--- src/rtl/matrix_pkg.sv ---
`default_nettype none
// ============================================================================
// Module      : matrix_pkg
// Description : Shared sizes, types and receive-FSM encoding for the LED
//               matrix panel receiver.
// Revision    : 1.0 - initial release
// ============================================================================
package matrix_pkg;

    localparam int NUM_COLS = 32;
    localparam int NUM_ROWS = 8;
    localparam int PIX_W    = 3;

    localparam int ROW_W    = $clog2(NUM_ROWS);
    localparam int COL_W    = $clog2(NUM_COLS);
    localparam int CNT_W    = 6;

    // Bit counter saturates here so an over-long line can never wrap
    // around to look like a correct one.
    localparam logic [CNT_W-1:0] c_cnt_max = '1;

    typedef logic [ROW_W-1:0]                 row_t;
    typedef logic [COL_W-1:0]                 col_t;
    typedef logic [PIX_W-1:0]                 pix_t;
    typedef logic [NUM_COLS-1:0][PIX_W-1:0]   line_t;

    typedef enum logic [1:0] {
        S_IDLE   = 2'd0,
        S_SHIFT  = 2'd1,
        S_COMMIT = 2'd2
    } rx_state_t;

endpackage
`default_nettype wire

--- src/rtl/edge_sync.sv ---
`default_nettype none
// ============================================================================
// Module      : edge_sync
// Description : Two-flop synchronizer with an optional third flop providing
//               a one-cycle rising-edge pulse per bit.
// Revision    : 1.0 - initial release
// ============================================================================
module edge_sync #(
    parameter int WIDTH = 1,
    parameter bit EDGE  = 1'b0
) (
    input  logic             clk,
    input  logic             rst,
    input  logic [WIDTH-1:0] i_d,
    output logic [WIDTH-1:0] o_q,
    output logic [WIDTH-1:0] o_rise
);

    logic [WIDTH-1:0] r_s1;
    logic [WIDTH-1:0] r_s2;

    // Two-stage metastability filter on the asynchronous input
    always_ff @(posedge clk or posedge rst) begin
        if (rst) begin
            r_s1 <= '0;
            r_s2 <= '0;
        end else begin
            r_s1 <= i_d;
            r_s2 <= r_s1;
        end
    end

    assign o_q = r_s2;

    generate
        if (EDGE) begin : g_edge
            logic [WIDTH-1:0] r_s3;

            // Delayed copy for rising-edge detection
            always_ff @(posedge clk or posedge rst) begin
                if (rst) begin
                    r_s3 <= '0;
                end else begin
                    r_s3 <= r_s2;
                end
            end

            assign o_rise = r_s2 & ~r_s3;
        end else begin : g_level
            assign o_rise = '0;
        end
    endgenerate

endmodule
`default_nettype wire

--- src/rtl/matrix_rx.sv ---
`default_nettype none
// ============================================================================
// Module      : matrix_rx
// Description : Receive side of the LED matrix panel link. Shifts serial
//               column data into a line register and commits it into an
//               on-chip frame buffer on each latch pulse; provides a
//               registered read port plus framing/error status.
// Revision    : 1.0 - initial release
// ============================================================================
module matrix_rx
    import matrix_pkg::*;
(
    input  logic             clk,
    input  logic             rst,
    input  logic             sclk,
    input  logic [PIX_W-1:0] sdata,
    input  logic             lat,
    input  logic             blank,
    input  logic [ROW_W-1:0] disp_row,
    input  logic [ROW_W-1:0] rd_row,
    input  logic [COL_W-1:0] rd_col,
    output logic [PIX_W-1:0] rd_pix,
    output logic             row_wr,
    output logic [ROW_W-1:0] row_idx,
    output logic             line_err,
    output logic             frame_done,
    output logic             blank_s
);

    logic             w_sclk_rise;
    logic             w_lat_rise;
    pix_t             w_sdata_s;
    row_t             w_disp_row_s;

    logic             w_unused_sclk_lvl;
    logic             w_unused_lat_lvl;
    logic             w_unused_blank_rise;
    pix_t             w_unused_sdata_rise;
    row_t             w_unused_row_rise;

    rx_state_t        r_state;
    rx_state_t        w_state_nxt;
    logic             w_commit;

    line_t            r_line;
    logic [CNT_W-1:0] r_bitcnt;
    line_t            r_fb [NUM_ROWS];

    edge_sync #(.WIDTH(1), .EDGE(1'b1)) u_sync_sclk (
        .clk    (clk),
        .rst    (rst),
        .i_d    (sclk),
        .o_q    (w_unused_sclk_lvl),
        .o_rise (w_sclk_rise)
    );

    edge_sync #(.WIDTH(1), .EDGE(1'b1)) u_sync_lat (
        .clk    (clk),
        .rst    (rst),
        .i_d    (lat),
        .o_q    (w_unused_lat_lvl),
        .o_rise (w_lat_rise)
    );

    edge_sync #(.WIDTH(1), .EDGE(1'b0)) u_sync_blank (
        .clk    (clk),
        .rst    (rst),
        .i_d    (blank),
        .o_q    (blank_s),
        .o_rise (w_unused_blank_rise)
    );

    edge_sync #(.WIDTH(PIX_W), .EDGE(1'b0)) u_sync_sdata (
        .clk    (clk),
        .rst    (rst),
        .i_d    (sdata),
        .o_q    (w_sdata_s),
        .o_rise (w_unused_sdata_rise)
    );

    edge_sync #(.WIDTH(ROW_W), .EDGE(1'b0)) u_sync_row (
        .clk    (clk),
        .rst    (rst),
        .i_d    (disp_row),
        .o_q    (w_disp_row_s),
        .o_rise (w_unused_row_rise)
    );

    // State register
    always_ff @(posedge clk or posedge rst) begin
        if (rst) begin
            r_state <= S_IDLE;
        end else begin
            r_state <= w_state_nxt;
        end
    end

    // Next-state: first shift clock starts a line, latch commits, commit lasts one cycle
    always_comb begin
        w_state_nxt = r_state;
        case (r_state)
            S_IDLE:   if (w_sclk_rise) w_state_nxt = S_SHIFT;
            S_SHIFT:  if (w_lat_rise)  w_state_nxt = S_COMMIT;
            S_COMMIT: w_state_nxt = S_SHIFT;
            default:  w_state_nxt = S_IDLE;
        endcase
    end

    // Output decode: commit strobe for datapath and status
    always_comb begin
        w_commit = 1'b0;
        if (r_state == S_COMMIT) begin
            w_commit = 1'b1;
        end
    end

    // Line register: newest pixel enters column 0, older pixels move up.
    // Shifting is allowed in every state, so a shift clock during the commit
    // cycle lands in the next line while the old contents are written out.
    always_ff @(posedge clk or posedge rst) begin
        if (rst) begin
            r_line <= '0;
        end else if (w_sclk_rise) begin
            r_line <= {r_line[NUM_COLS-2:0], w_sdata_s};
        end
    end

    // Per-line bit counter, saturating; restarts at commit (counting a coincident shift)
    always_ff @(posedge clk or posedge rst) begin
        if (rst) begin
            r_bitcnt <= '0;
        end else if (w_commit) begin
            r_bitcnt <= w_sclk_rise ? CNT_W'(1) : '0;
        end else if (w_sclk_rise && (r_bitcnt != c_cnt_max)) begin
            r_bitcnt <= r_bitcnt + CNT_W'(1);
        end
    end

    // Frame buffer write on commit
    always_ff @(posedge clk or posedge rst) begin
        if (rst) begin
            for (int i = 0; i < NUM_ROWS; i++) begin
                r_fb[i] <= '0;
            end
        end else if (w_commit) begin
            r_fb[w_disp_row_s] <= r_line;
        end
    end

    // Commit status: pulses, last row index and sticky length error
    always_ff @(posedge clk or posedge rst) begin
        if (rst) begin
            row_wr     <= 1'b0;
            frame_done <= 1'b0;
            row_idx    <= '0;
            line_err   <= 1'b0;
        end else begin
            row_wr     <= w_commit;
            frame_done <= w_commit && (w_disp_row_s == row_t'(NUM_ROWS - 1));
            if (w_commit) begin
                row_idx <= w_disp_row_s;
                if (r_bitcnt != CNT_W'(NUM_COLS)) begin
                    line_err <= 1'b1;
                end
            end
        end
    end

    // Registered frame-buffer read port
    always_ff @(posedge clk or posedge rst) begin
        if (rst) begin
            rd_pix <= '0;
        end else begin
            rd_pix <= r_fb[rd_row][rd_col];
        end
    end

endmodule
`default_nettype wire

--- config.mk ---
export PLATFORM = sky130hd
export DESIGN_NAME = matrix_rx
export DESIGN_NICKNAME = d
export VERILOG_FILES = /design/src/rtl/matrix_pkg.sv /design/src/rtl/edge_sync.sv /design/src/rtl/matrix_rx.sv
export SDC_FILE = /design/constraint.sdc
export NUM_CORES = 2
export LEC_CHECK = 0
export CORE_AREA = 2 2 290 292
export DETAILED_ROUTE_END_ITERATION = 8
export DIE_AREA = 0 0 292 294
export GPL_TIMING_DRIVEN = 0
export PLACE_DENSITY_LB_ADDON = 0.08
export SYNTH_ARGS = -nofsm -noshare
export SYNTH_HDL_FRONTEND = slang
export SYNTH_SLANG_ARGS = --single-unit
--- constraint.sdc ---
create_clock -name clk -period 30.4 [get_ports clk]
set_input_delay 7.6 -clock clk [delete_from_list [all_inputs] [get_ports clk]]
set_output_delay 7.6 -clock clk [all_outputs]
set_load 0.02 [all_outputs]
==> summary.md <==
| Metric | Value |
|---|---|
| MaxCap Viol Count | `0` |
| Path class of the lowest-slack min-delay path | `reg -> reg` |
| Average wire per cell in the routed design | `27.6 microns` |
| Number of iterations in the first detailed-routing pass | `5` |
| Number of storage elements in the synthesis netlist | `901` |
| Worst skew pair latency | `0.66 ns` |
| Transition time at the pin with the least slew margin | `1.38 ns` |
| Worst slew margin relative to its limit | `7.27%` |
| Crit path capture | `rd_pix[1]$_DFF_PP0_` |
| Setup slack of the worst register-to-register path | `26.59 ns` |
| Setup repair after global routing missed its margin | `false` |
| Number of enable flip-flop cells after synthesis | `0` |
| Fraction of final layout cells sized beyond drive strength 1 | `44.8%` |
| Most instantiated library cell after synthesis | `sky130_fd_sc_hd__dfrtp_1` |
| Via-to-Cell Ratio | `5.89` |
| Cell Area, Synth | `0.0402 sq mm` |
| Footprint of the flip-flops and latches | `0.0225 sq mm` |
| Aggregate global-route resource usage | `26.6%` |
| Number of H-tree levels | `3` |
| Required time of the worst setup path | `30.85 ns` |
| Crit. End Element | `flop` |
| Worst Skew | `roughly 0.027 ns` |
| Die outline area | `0.0858 sq mm` |
| Initial antenna violation count | `3` |
| Antenna Violating Nets Remaining | `0` |
| Pin count of the biggest net entering global routing | `46` |
| Period utilisation layout | `37.3%` |
| Hold buffers post-CTS | `0` |
| CTS tree | `done` |
| Most common cell on crit path | `sky130_fd_sc_hd__nor3_1` |
| Area occupied by multi-input gates | `0.0159 sq mm` |
| Primary FF master, synth | `sky130_fd_sc_hd__dfrtp_1` |
| Mapped Cells | `2,710` |
| Number of cells traversed by the worst hold path | `0` |
| Via count of the first global-routing pass | `between 20k and 30k` |
| Total Power | `0.00280 W` |
| Cell Count, Final, Fillers Out | `4,007` |
| Count of buffers from port buffering | `24` |
| Slew Viols, Final | `0` |
| Leakage power of the design | `about 22 nW` |
| Post-synthesis sequential area ratio | `56.1%` |
| Fmax | `88.3 MHz` |
| R2R Path End | `r_fb[438]$_DFFE_PP0P_` |
| Status | `finished clean` |
| Num CTS Buffers | `97` |
| Final GP Congestion | `0.815` |
| Post-detailed-placement half-perimeter wirelength | `75,000 microns` |
| Number of filler cells placed in the layout | `6,620` |
| Number of hold-slack violations in the final timing report | `0` |
| Global-route wire length before repair | `169,000 microns` |
| Post-synth top area cell | `sky130_fd_sc_hd__dfrtp_1` |
| Buffer depth of the longest clock path | `3` |
| Area overhead of the layout relative to synthesis | `13.3%` |
| Net count, final | `2,877` |
| Row count | `106` |
| Post-Route WL | `111,000 microns` |
| Fraction of synthesized cell area taken by the top area cell type | `56.1%` |
| Number of placed I/O pins | `29` |
| Starting utilization of the core area | `48.5%` |
| R2r worst-path depth | `8` |
| Buffers inserted by post-CTS timing repair | `0` |
| Die boundary height | `294 microns` |
| Setup TNS Final | `0 ns` |
| Syn_area_per_cell | `14.8 sq um` |
| Post-synth top cells | `901 x sky130_fd_sc_hd__dfrtp_1, 772 x sky130_fd_sc_hd__mux2_2, 310 x sky130_fd_sc_hd__nand2_1, 179 x sky130_fd_sc_hd__mux4_2, 98 x sky130_fd_sc_hd__buf_4` |
| Startpoint types | `input pin` |
| Cell chosen for the clock root | `sky130_fd_sc_hd__clkbuf_16` |
| Crit Reg-Reg Startpoint | `r_state[0]$_DFFE_PP0P_` |
| Cells taking the most area after synthesis | `sky130_fd_sc_hd__dfrtp_1 56%, sky130_fd_sc_hd__mux2_2 22%, sky130_fd_sc_hd__mux4_2 10%, sky130_fd_sc_hd__nand2_1 2.9%, sky130_fd_sc_hd__buf_4 1.8%` |
| Worst VDD drop | `0.0485 mV` |
| Clk pin slew, worst setup/hold paths | `0.06 ns` |
| Global-route congestion overflow total | `0` |
| Detailed-route DRC error count | `0` |
| Detailed router's first-iteration violation count | `1,755` |
| Maximum cell stage delay along the critical path | `between 1 and 1.5 ns` |
| Worst path slowest cell | `sky130_fd_sc_hd__nor3_1` |
| Setup CP Type | `in -> reg` |
| Launching element of the worst setup path | `rd_row[2]` |
| Die width | `between 200 and 300 microns` |
| Critical Path AT | `11.78 ns` |
| Proportion of register bits with asynchronous set or reset after synthesis | `100%` |
| Core area | `0.0829 sq mm` |
| Post-CTS sizing | `0` |
| Number of sinks driven by the clock tree | `901` |
| Vias after detailed routing | `23.6k` |
| # setup viols final | `0` |
| Power density of the placed cells | `61.5 mW/mm^2` |
| Warnings, synthesis | `0` |
| Final critical path time including I/O delays and setup | `about 11 ns` |
| Post-synthesis net count | `2,731` |
| Largest fanout on the critical path | `10` |
| Cells along the critical path | `clkdlybuf4s50_1 -> inv_1 -> buf_2 -> clkbuf_1 -> nor3_1 -> nand2_1 -> o2111ai_1 -> nor3_1 -> o311ai_1` |
| Distinct cell type count after synthesis | `56` |
| Post-Place Cells | `roughly 3.8k` |
## area by class of cell
class / instances / area share, %
antenna: 2 / 0.0110
buffer: 269 / 3.71
clock buffer: 138 / 6.24
clock inverter: 30 / 0.967
inverter: 6 / 0.0577
multi-input combinational: 1534 / 35.0
sequential: 901 / 49.5
tap: 1080 / 2.97
timing repair buffer: 47 / 1.55
## worst max-delay path, delay by kind of cell
family | cells | cell delay (ns)
simple gates | 3 | 1.71
compound gates | 2 | 0.90
buf+inv | 4 | 1.54
## flip-flops by register name, summed over array words and instances, names as in the netlist, 2 cells and up
register and count:
r_fb 768, r_line 96, r_bitcnt 6, rd_pix 3
row_idx 3, u_sync_row.o_q 3, u_sync_row.r_s1 3, u_sync_sdata.o_q 3
u_sync_sdata.r_s1 3, r_state 2
## cells in the final DEF, fill, tap and decap left out, types with 22 or more instances in the layout
cell type / netlist / final
sky130_fd_sc_hd__nand2_1: 310 / 310
sky130_fd_sc_hd__mux2i_1: 54 / 54
sky130_fd_sc_hd__buf_1: 22 / 22
sky130_fd_sc_hd__buf_12: 2 / 24
sky130_fd_sc_hd__buf_6: 25 / 25
sky130_fd_sc_hd__buf_2: 43 / 43
sky130_fd_sc_hd__o22ai_1: 23 / 23
sky130_fd_sc_hd__clkbuf_8: 0 / 24
sky130_fd_sc_hd__clkbuf_1: 72 / 88
sky130_fd_sc_hd__a22oi_1: 26 / 26
sky130_fd_sc_hd__mux4_2: 179 / 179
sky130_fd_sc_hd__clkbuf_16: 0 / 98
sky130_fd_sc_hd__buf_4: 98 / 98
sky130_fd_sc_hd__clkdlybuf4s50_1: 0 / 24
sky130_fd_sc_hd__dfrtp_1: 901 / 901
sky130_fd_sc_hd__mux2_2: 772 / 772
## per-stage QoR
stage               area, sq um  hold WS (ns)  setup slack (ns)  util [%]
floorplan                 40200         0.331             10.41         -
global placement          41800         0.335              5.84      50.4
detailed placement        42300         0.336             18.39      51.0
CTS                       45500         0.348             19.06      54.9
global route              45600         0.356             18.89      55.0
finish                    45600         0.345             19.07      55.0
## worst min-delay path by stage
stage                                   start                            end  slack [ns]
2_1_floorplan     u_sync_blank.r_s1$_DFF_PP0_     u_sync_blank.o_q$_DFF_PP0_        0.33
3_3_place_gp        u_sync_lat.r_s1$_DFF_PP0_       u_sync_lat.o_q$_DFF_PP0_        0.33
3_5_place_dp   u_sync_sdata.r_s1[0]$_DFF_PP0_  u_sync_sdata.o_q[0]$_DFF_PP0_        0.34
4_1_cts           u_sync_blank.r_s1$_DFF_PP0_     u_sync_blank.o_q$_DFF_PP0_        0.35
5_1_grt             u_sync_lat.r_s1$_DFF_PP0_       u_sync_lat.o_q$_DFF_PP0_        0.36
6_report          u_sync_blank.r_s1$_DFF_PP0_     u_sync_blank.o_q$_DFF_PP0_        0.35
## cell families after synthesis
kind of cell               Yosys count  synth area share [%]
AOI/OAI and AO/OA                  114                  2.06
xor gates and xnor gates             4                0.0872
adders and majority gates            2                0.0623
buffers and inverters              275                  4.26
DFF                                901                  56.1
muxes                             1011                  33.2
and+or+nand+nor                    403                  4.22
## report_power, final
| part | switching [W] | internal [W] | leakage (nW) |
|---|---|---|---|
| clock | 0.000489 | 0.000724 | 1.61 |
| combinational | 0.000164 | 0.000120 | 8.26 |
| sequential | 0.0000331 | 0.00127 | 12.5 |
| total | 0.000686 | 0.00211 | 22.3 |
## metal layers
metal | GRT usage (%) | wire (microns) | part of all wire [%] | up-vias
met4 | 7.86 | 2960 | 2.7 | 2
met5 | 0 | 16 | 0.014 | -
met3 | 4.25 | 5360 | 4.8 | 163
met2 | 43.5 | 53500 | 48 | 550
li1 | - | - | - | 10089
met1 | 36.8 | 48800 | 44 | 12796
No activity file was read; power rests on OpenSTA's default activity.
